`config.mk`:
```
export PLATFORM = sky130hd
export DESIGN_NAME = wallace_mult_arbiter
export DESIGN_NICKNAME = d
export VERILOG_FILES = /design/src/rtl/wallace_mult_arbiter.sv
export SDC_FILE = /design/constraint.sdc
export NUM_CORES = 1
export LEC_CHECK = 0
export CAP_MARGIN = 20
export CORE_UTILIZATION = 57
export DETAILED_ROUTE_END_ITERATION = 7
export MAX_ROUTING_LAYER = met4
export PLACE_DENSITY = 0.93
export SYNTH_ARGS = -nofsm -noshare
export SYNTH_HDL_FRONTEND = slang
export SYNTH_SLANG_ARGS = --single-unit
```
`constraint.sdc`:
```
create_clock -name clk -period 4.5 [get_ports clk]
set_input_delay 0.675 -clock clk [delete_from_list [all_inputs] [get_ports clk]]
set_output_delay 0.675 -clock clk [all_outputs]
set_load 0.005 [all_outputs]
```
`src/rtl/wallace_mult_arbiter.sv`:
```
// wallace_mult_arbiter
//   Two requesters share one signed 8x8 multiplier. A round-robin arbiter grants
//   at most one request per cycle. The operands then go through a 3-stage
//   valid/ready pipeline:
//     S1  captures the granted operands and the requester id
//     S2  builds 8 partial products and reduces them with a carry-save tree
//     S3  does the final carry-propagate add
//   A stalled output (out_valid_o && !out_ready_i) freezes every stage.
// Ports
//   clk, rst_n                  clock, asynchronous active-low reset
//   reqN_valid_i/reqN_ready_o   request handshake for requester N (N = 0, 1)
//   reqN_a_i, reqN_b_i          signed multiplicand and multiplier
//   out_valid_o/out_ready_i     product handshake
//   out_product_o, out_id_o     signed product and the requester that issued it
//   op_count_o                  count of delivered products, wraps

module wallace_mult_arbiter #(
  parameter int unsigned OpW  = 8,
  parameter int unsigned PW   = 16,
  parameter int unsigned CntW = 16
) (
  input  logic            clk,
  input  logic            rst_n,
  input  logic            req0_valid_i,
  output logic            req0_ready_o,
  input  logic [OpW-1:0]  req0_a_i,
  input  logic [OpW-1:0]  req0_b_i,
  input  logic            req1_valid_i,
  output logic            req1_ready_o,
  input  logic [OpW-1:0]  req1_a_i,
  input  logic [OpW-1:0]  req1_b_i,
  output logic            out_valid_o,
  input  logic            out_ready_i,
  output logic [PW-1:0]   out_product_o,
  output logic            out_id_o,
  output logic [CntW-1:0] op_count_o
);

  // 3:2 compressor over whole words; the carry word is pre-shifted.
  function automatic logic [PW-1:0] csa_sum(input logic [PW-1:0] x, input logic [PW-1:0] y,
                                            input logic [PW-1:0] z);
    return x ^ y ^ z;
  endfunction

  function automatic logic [PW-1:0] csa_carry(input logic [PW-1:0] x, input logic [PW-1:0] y,
                                              input logic [PW-1:0] z);
    return ((x & y) | (x & z) | (y & z)) << 1;
  endfunction

  logic            stall;
  logic            grant0, grant1;
  logic            rr_q, rr_d;

  logic            s1_valid_q, s1_valid_d;
  logic [OpW-1:0]  s1_a_q, s1_a_d;
  logic [OpW-1:0]  s1_b_q, s1_b_d;
  logic            s1_id_q, s1_id_d;

  logic            s2_valid_q, s2_valid_d;
  logic [PW-1:0]   s2_sum_q, s2_sum_d;
  logic [PW-1:0]   s2_carry_q, s2_carry_d;
  logic            s2_cin_q, s2_cin_d;
  logic            s2_id_q, s2_id_d;

  logic            out_valid_q, out_valid_d;
  logic [PW-1:0]   out_product_q, out_product_d;
  logic            out_id_q, out_id_d;
  logic [CntW-1:0] op_count_q, op_count_d;

  logic [PW-1:0]   as;
  logic [PW-1:0]   pp [OpW];
  logic [PW-1:0]   s10, c10, s11, c11, s20, c20, s21, c21, s30, c30;

  assign stall = out_valid_q & ~out_ready_i;

  // rr_q names the requester that wins when both are valid.
  assign grant0 = ~stall & req0_valid_i & (~req1_valid_i | ~rr_q);
  assign grant1 = ~stall & req1_valid_i & (~req0_valid_i | rr_q);

  assign req0_ready_o = grant0;
  assign req1_ready_o = grant1;

  always_comb begin
    rr_d = rr_q;
    if (grant0) begin
      rr_d = 1'b1;
    end else if (grant1) begin
      rr_d = 1'b0;
    end
  end

  // Stage 1: operand capture.
  always_comb begin
    s1_valid_d = s1_valid_q;
    s1_a_d     = s1_a_q;
    s1_b_d     = s1_b_q;
    s1_id_d    = s1_id_q;
    if (!stall) begin
      s1_valid_d = grant0 | grant1;
      if (grant0) begin
        s1_a_d  = req0_a_i;
        s1_b_d  = req0_b_i;
        s1_id_d = 1'b0;
      end else if (grant1) begin
        s1_a_d  = req1_a_i;
        s1_b_d  = req1_b_i;
        s1_id_d = 1'b1;
      end
    end
  end

  // Stage 2: partial products. The sign row is inverted here; its +1 travels
  // as cin into the final add.
  always_comb begin
    as = {{(PW - OpW){s1_a_q[OpW-1]}}, s1_a_q};
    for (int i = 0; i < OpW - 1; i++) begin
      pp[i] = s1_b_q[i] ? (as << i) : '0;
    end
    pp[OpW-1] = s1_b_q[OpW-1] ? ~(as << (OpW - 1)) : '0;
  end

  // Carry-save tree: 8 rows -> 6 -> 4 -> 3 -> 2.
  always_comb begin
    s10 = csa_sum(pp[0], pp[1], pp[2]);
    c10 = csa_carry(pp[0], pp[1], pp[2]);
    s11 = csa_sum(pp[3], pp[4], pp[5]);
    c11 = csa_carry(pp[3], pp[4], pp[5]);
    s20 = csa_sum(s10, c10, s11);
    c20 = csa_carry(s10, c10, s11);
    s21 = csa_sum(c11, pp[6], pp[7]);
    c21 = csa_carry(c11, pp[6], pp[7]);
    s30 = csa_sum(s20, c20, s21);
    c30 = csa_carry(s20, c20, s21);
  end

  always_comb begin
    s2_valid_d = s2_valid_q;
    s2_sum_d   = s2_sum_q;
    s2_carry_d = s2_carry_q;
    s2_cin_d   = s2_cin_q;
    s2_id_d    = s2_id_q;
    if (!stall) begin
      s2_valid_d = s1_valid_q;
      s2_sum_d   = csa_sum(s30, c30, c21);
      s2_carry_d = csa_carry(s30, c30, c21);
      s2_cin_d   = s1_b_q[OpW-1];
      s2_id_d    = s1_id_q;
    end
  end

  // Stage 3: carry-propagate add.
  always_comb begin
    out_valid_d   = out_valid_q;
    out_product_d = out_product_q;
    out_id_d      = out_id_q;
    if (!stall) begin
      out_valid_d   = s2_valid_q;
      out_product_d = s2_sum_q + s2_carry_q + PW'(s2_cin_q);
      out_id_d      = s2_id_q;
    end
  end

  always_comb begin
    op_count_d = op_count_q;
    if (out_valid_q && out_ready_i) begin
      op_count_d = op_count_q + 1'b1;
    end
  end

  always_ff @(posedge clk or negedge rst_n) begin
    if (!rst_n) begin
      rr_q          <= 1'b0;
      s1_valid_q    <= 1'b0;
      s1_a_q        <= '0;
      s1_b_q        <= '0;
      s1_id_q       <= 1'b0;
      s2_valid_q    <= 1'b0;
      s2_sum_q      <= '0;
      s2_carry_q    <= '0;
      s2_cin_q      <= 1'b0;
      s2_id_q       <= 1'b0;
      out_valid_q   <= 1'b0;
      out_product_q <= '0;
      out_id_q      <= 1'b0;
      op_count_q    <= '0;
    end else begin
      rr_q          <= rr_d;
      s1_valid_q    <= s1_valid_d;
      s1_a_q        <= s1_a_d;
      s1_b_q        <= s1_b_d;
      s1_id_q       <= s1_id_d;
      s2_valid_q    <= s2_valid_d;
      s2_sum_q      <= s2_sum_d;
      s2_carry_q    <= s2_carry_d;
      s2_cin_q      <= s2_cin_d;
      s2_id_q       <= s2_id_d;
      out_valid_q   <= out_valid_d;
      out_product_q <= out_product_d;
      out_id_q      <= out_id_d;
      op_count_q    <= op_count_d;
    end
  end

  assign out_valid_o   = out_valid_q;
  assign out_product_o = out_product_q;
  assign out_id_o      = out_id_q;
  assign op_count_o    = op_count_q;

endmodule

```
# Word-level counts from Yosys, hierarchy flattened
# Index checks and enable logic that the tools add are counted.
# Widths: inputs -> output; s select.
# totals
regBits,87
elab_cells,92
in_bits,37
# op_classes
n_addsub,3
n_bitwise,56
muxes,16
n_reduce_logical,3
# op_table
operator,n
$and 15x15->15,18
$xor 16x16->16,12
$or 15x15->15,12
$mux 16,8
$mux 8,4
$add 16x1->16,1
$add 16x1->16 const B,1
$add 16x16->16,1
$not 16->16,1
$and 1x1->1,5
$not 1->1,5
$mux 1,4
$or 1x1->1,3
$reduce_and 2->1,1
$reduce_bool 2->1,1
$logic_and 1x1->1,1

# Depth between registers and ports, before layout
# depth
ltp_word,13
ltp_mapped,11

# Worst setup path before layout
# No wires, ideal clock.
# synth_path
path_type,register to register
start,reg s1_a_q[7]
end,reg s2_sum_q[9]
arrival_time_ns,3.027
n_path_buf,1
path_stages_with_launch,11
path_slack_ns,1.408
path_cell_list,dfrtp_1 -> clkbuf_1 -> and2_1 -> fa_1 -> inv_1 -> fa_1 -> fa_1 -> inv_1 -> fa_1 -> nand2_1 -> nand2_1
# synth_between
elab_chain_cells,11
elab_cells_between_ends,26
cone_classes,3 x mux; 23 x bitwise
# synth_lines
item,line_no,text
start: declaration,55,"logic [OpW-1:0] s1_a_q, s1_a_d;"
start signal: assignment,174,s1_a_q <= '0;
start signal: assignment,189,s1_a_q <= s1_a_d;
$mux 16,117,pp[i] = s1_b_q[i] ? (as << i) : '0;
$and 15x15->15 / $xor 16x16->16 (equally long branches),"47, 42",
$or 15x15->15 / $xor 16x16->16 (equally long branches),"47, 42",
$or 15x15->15 / $and 15x15->15 (equally long branches),47,return ((x & y) | (x & z) | (y & z)) << 1;
"$and 15x15->15, or another cell as far along",47,
$or 15x15->15 / $xor 16x16->16 (equally long branches),"47, 42",
$or 15x15->15 / $and 15x15->15 (equally long branches),47,
$xor 16x16->16 / $or 15x15->15 (equally long branches) (2 in series),"42, 47",
$xor 16x16->16 (*) (2 in series),42,return x ^ y ^ z;
end signal: assignment,193,s2_sum_q <= s2_sum_d;
end: declaration,60,"logic [PW-1:0] s2_sum_q, s2_sum_d;"
# Every way passes the cells marked *; elsewhere a longest branch is shown, timed or not.
# A chain may end at the register's enable or synchronous reset.

# Worst setup path in the final report
# layout_path
start,reg s1_b_q[0]
end,reg s2_sum_q[10]
# layout_between
elab_chain_cells,12
elab_cells_between_ends,23
cone_classes,1 x mux; 22 x bitwise
# layout_lines
item,line_no,text
start: declaration,56,"logic [OpW-1:0] s1_b_q, s1_b_d;"
start signal: assignment,175,s1_b_q <= '0;
start signal: assignment,190,s1_b_q <= s1_b_d;
$mux 16 (*),117,
$and 15x15->15,47,
$or 15x15->15 (2 in series),47,
$and 15x15->15,47,
$or 15x15->15 (2 in series),47,
$and 15x15->15,47,
$or 15x15->15 (2 in series),47,
$xor 16x16->16 (*) (2 in series),42,
# Marks and branches as above.

==> run summary <==
Status -> completed
CP Launch Type -> flop
Asr flop ratio synth -> 1.00
Fmax -> 0.310 GHz
Largest cells by area after synthesis -> dfrtp_1 (37%), fa_1 (18%), nand2_1 (12%)
Sequential cell area fraction in the yosys report -> 0.368
Gr ovfl total -> 0
Vias post-DR -> 4311
Design Power -> 5.07 mW
CP required -> 4.81 ns
Final Slew Violations -> 0
Clk pin slew, worst setup/hold paths -> 0.11 ns
Type of the worst setup path -> flop to flop
Yosys reg bits -> 86
Fin crit period -> 3.22 ns
Post-DR vias/cell -> 5.29
Combinational share of power -> 0.623
Postcts setup bufs -> 0
Main synth FF type -> dfrtp_1
Initial core utilization -> 0.594
Int Pwr -> 2.76 mW
Slew headroom -> 0.577
Area leader, netlist -> dfrtp_1
CTS resizes -> 0
Final wirelength -> 11700 µm
Yosys cell types -> 46
Setup violators final -> 0
Synth Area in Compound Gates -> 0.0748
DP Worst Slack -> 1.35 ns
Global-route wire length before repair -> 20100 µm
Post-Synth XOR/XNOR Area -> 0.0538
Clock Sinks -> 86
Number of synthesis warnings -> 0
Port bufs -> 72
Post-Route Skew -> 0.0139 ns
RSZ-0062 raised after global routing -> no
GRT Resource Usage Total -> 0.254
Total Nets Final -> 795
Initial DRC Count -> 173
RR Endpoint -> s2_sum_q[10]
Die X -> 103 µm
Largest family of logic cells by synthesized area -> adder cells
Antenna violations before repair -> 0
Synth-to-Final Area Change -> 17.5%
Final HPWL DP -> 8810 µm
Clock buffer depth -> 2
Hold Fails Final Rpt -> 0
Worst-path maximum fanout -> 9
Mean Syn Cell Area -> 9.44 µm²
CTS tree -> built
Post-synth top cells -> nand2_1 (186), dfrtp_1 (86), fa_1 (52)
Crit path DAT -> 3.53 ns
Die Span Y -> 103 µm
FF-to-FF setup slack -> 1.28 ns
Sequential power share -> 0.271
Ratio of cells with drive above 1 in the final layout -> 0.0469
EDFF count, synth -> 0
Critical path capture point type -> flop
Reg2Reg Depth -> 9
CTS Hold Buffers Added -> 0
Row cnt -> 36
Antenna diode instance count -> 0
Final period utilization -> 0.716
Clock Latency Late Sink -> 0.37 ns
Worst hold path class -> primary input to async pin
Post-synth net total -> 738
Post-Synthesis Cells -> 620
Actual slew at the worst max-slew pin -> 0.634 ns
Final hold slack -> 0.264 ns
H-tree Lvls -> 3
# DRC -> 0
Pin count of the biggest net entering global routing -> 87
Synthesized-area fraction occupied by and/or/nand/nor cells -> 0.180
DRT Pass-1 Iters -> 4
Multiplexer share of the synthesized area -> 0.0293
Die ar. -> 0.0107 mm²
Net Switching -> 2.31 mW
Leakage -> 3.31 nW
PD cells -> 737 mW/mm²
Post-synth top area share -> 0.368
CTS Buf Count -> 9
Post-DRT Antenna Nets -> 0
Sequential Area -> 0.00215 mm²
Ports -> 73
Most common cell in the synthesized netlist -> nand2_1
Root buffer cell -> clkbuf_8
Final GP Congestion -> 0.916
Worst VDD drop -> 0.000290 V
Max cap viols -> 0
Fin Setup TNS -> 0 ns
Synth Area in Adders -> 0.243
Drt wl/cell -> 14.3 µm
Vias in the first global route -> 4467
Core area -> 0.00986 mm²
RR Startpoint -> s1_b_q[0]
Mapped Area -> 0.00586 mm²
Clk pwr share -> 0.106
Sw Ratio -> 0.456
Filler instances -> 664
Worst setup margin -> 1.28 ns
Area taken by multi-input logic gates -> 0.00341 mm²
-- state kept, by name, indices dropped and copies added, names as in the netlist --
name	flops
s1_b_q	8
out_id_o	1
s1_a_q	8
s2_sum_q	16
s2_id_q	1
s1_valid_q	1
out_product_o	16
op_count_o	16
s2_carry_q	14
s2_cin_q	1
out_valid_o	1
s1_id_q	1
rr_q	1
s2_valid_q	1
-- cells by family (layout without fill, tap and decap cells) --
family,after synthesis,in the layout
compound gates,70,70
xor+xnor,36,36
fa+ha+maj,83,83
buf+inv,77,139
flops,86,86
mux,17,17
simple gates,251,251
-- stage by stage --
step / area [µm²] / utilization / instances
3_3_place_gp: 6650 / 0.674 / 797
2_1_floorplan: 5860 / - / 620
6_report: 6880 / 0.697 / 815
4_1_cts: 6840 / 0.694 / 813
3_5_place_dp: 6650 / 0.674 / 797
5_1_grt: 6880 / 0.697 / 815
-- power groups by stage --
stage / clock [mW] / sequential (mW) / combinational [mW]
floorplan: 0 / 1.26 / 2.36
global placement: 0 / 1.36 / 2.89
detailed placement: 0 / 1.38 / 3.13
CTS: 0.549 / 1.37 / 3.18
global route: 0.579 / 1.41 / 3.74
finish: 0.538 / 1.37 / 3.16
-- worst max-delay path by stage --
| stage | slack, ns | from | depth (start not counted) | endpoint |
|---|---|---|---|---|
| finish | 1.28 | s1_b_q[0] | 9 | s2_sum_q[10] |
| floorplan | 1.41 | s1_a_q[7] | 10 | s2_sum_q[9] |
| global placement | 1.39 | s1_a_q[7] | 9 | s2_sum_q[10] |
| global route | 1.12 | s1_b_q[1] | 9 | s2_sum_q[10] |
| detailed placement | 1.35 | s1_a_q[7] | 9 | s2_sum_q[9] |
| CTS | 1.32 | s1_a_q[7] | 9 | s2_sum_q[10] |
-- worst max-delay path, stage by stage (launching register included) --
cell,delay [ns]
dfrtp_1,0.53
and2_1,0.27
fa_1,0.47
inv_1,0.16
fa_1,0.47
fa_1,0.55
inv_1,0.06
fa_1,0.52
nand2_1,0.05
nand2_1,0.09
-- metal layers --
metal	part of all wire	global-route usage	vias up
met4	0.019	0.0921	0
met3	0.038	0.0397	21
li1	-	-	2077
met2	0.51	0.440	107
met1	0.43	0.300	2106
met5	0	-	-
-- cells in the final DEF, fill, tap and decap left out, drive strengths merged, types with 2 or more instances in the layout --
master / instances
and3: 4
maj3: 2
buf: 6
nand2: 186
and2: 19
o21ai: 29
xor2: 13
a211oi: 2
ha: 29
xnor2: 23
nand4: 2
nand3: 4
clkbuf: 9
mux2i: 16
clkdlybuf4s50: 71
a21o: 3
o21bai: 2
nand2b: 10
dfrtp: 86
inv: 50
fa: 52
a21oi: 21
o211ai: 2
nor3: 3
nor2: 18
clkinv: 3
-- area by class of cell --
cell class              count  area share
inverters                  46      0.0251
clock buffers               9      0.0180
multi-input cells         457       0.496
clock inverters             7      0.0107
repair buffers             77       0.113
flip-flops and latches     86       0.313
well taps                 133      0.0242
Power figures use the tool's default switching activity.
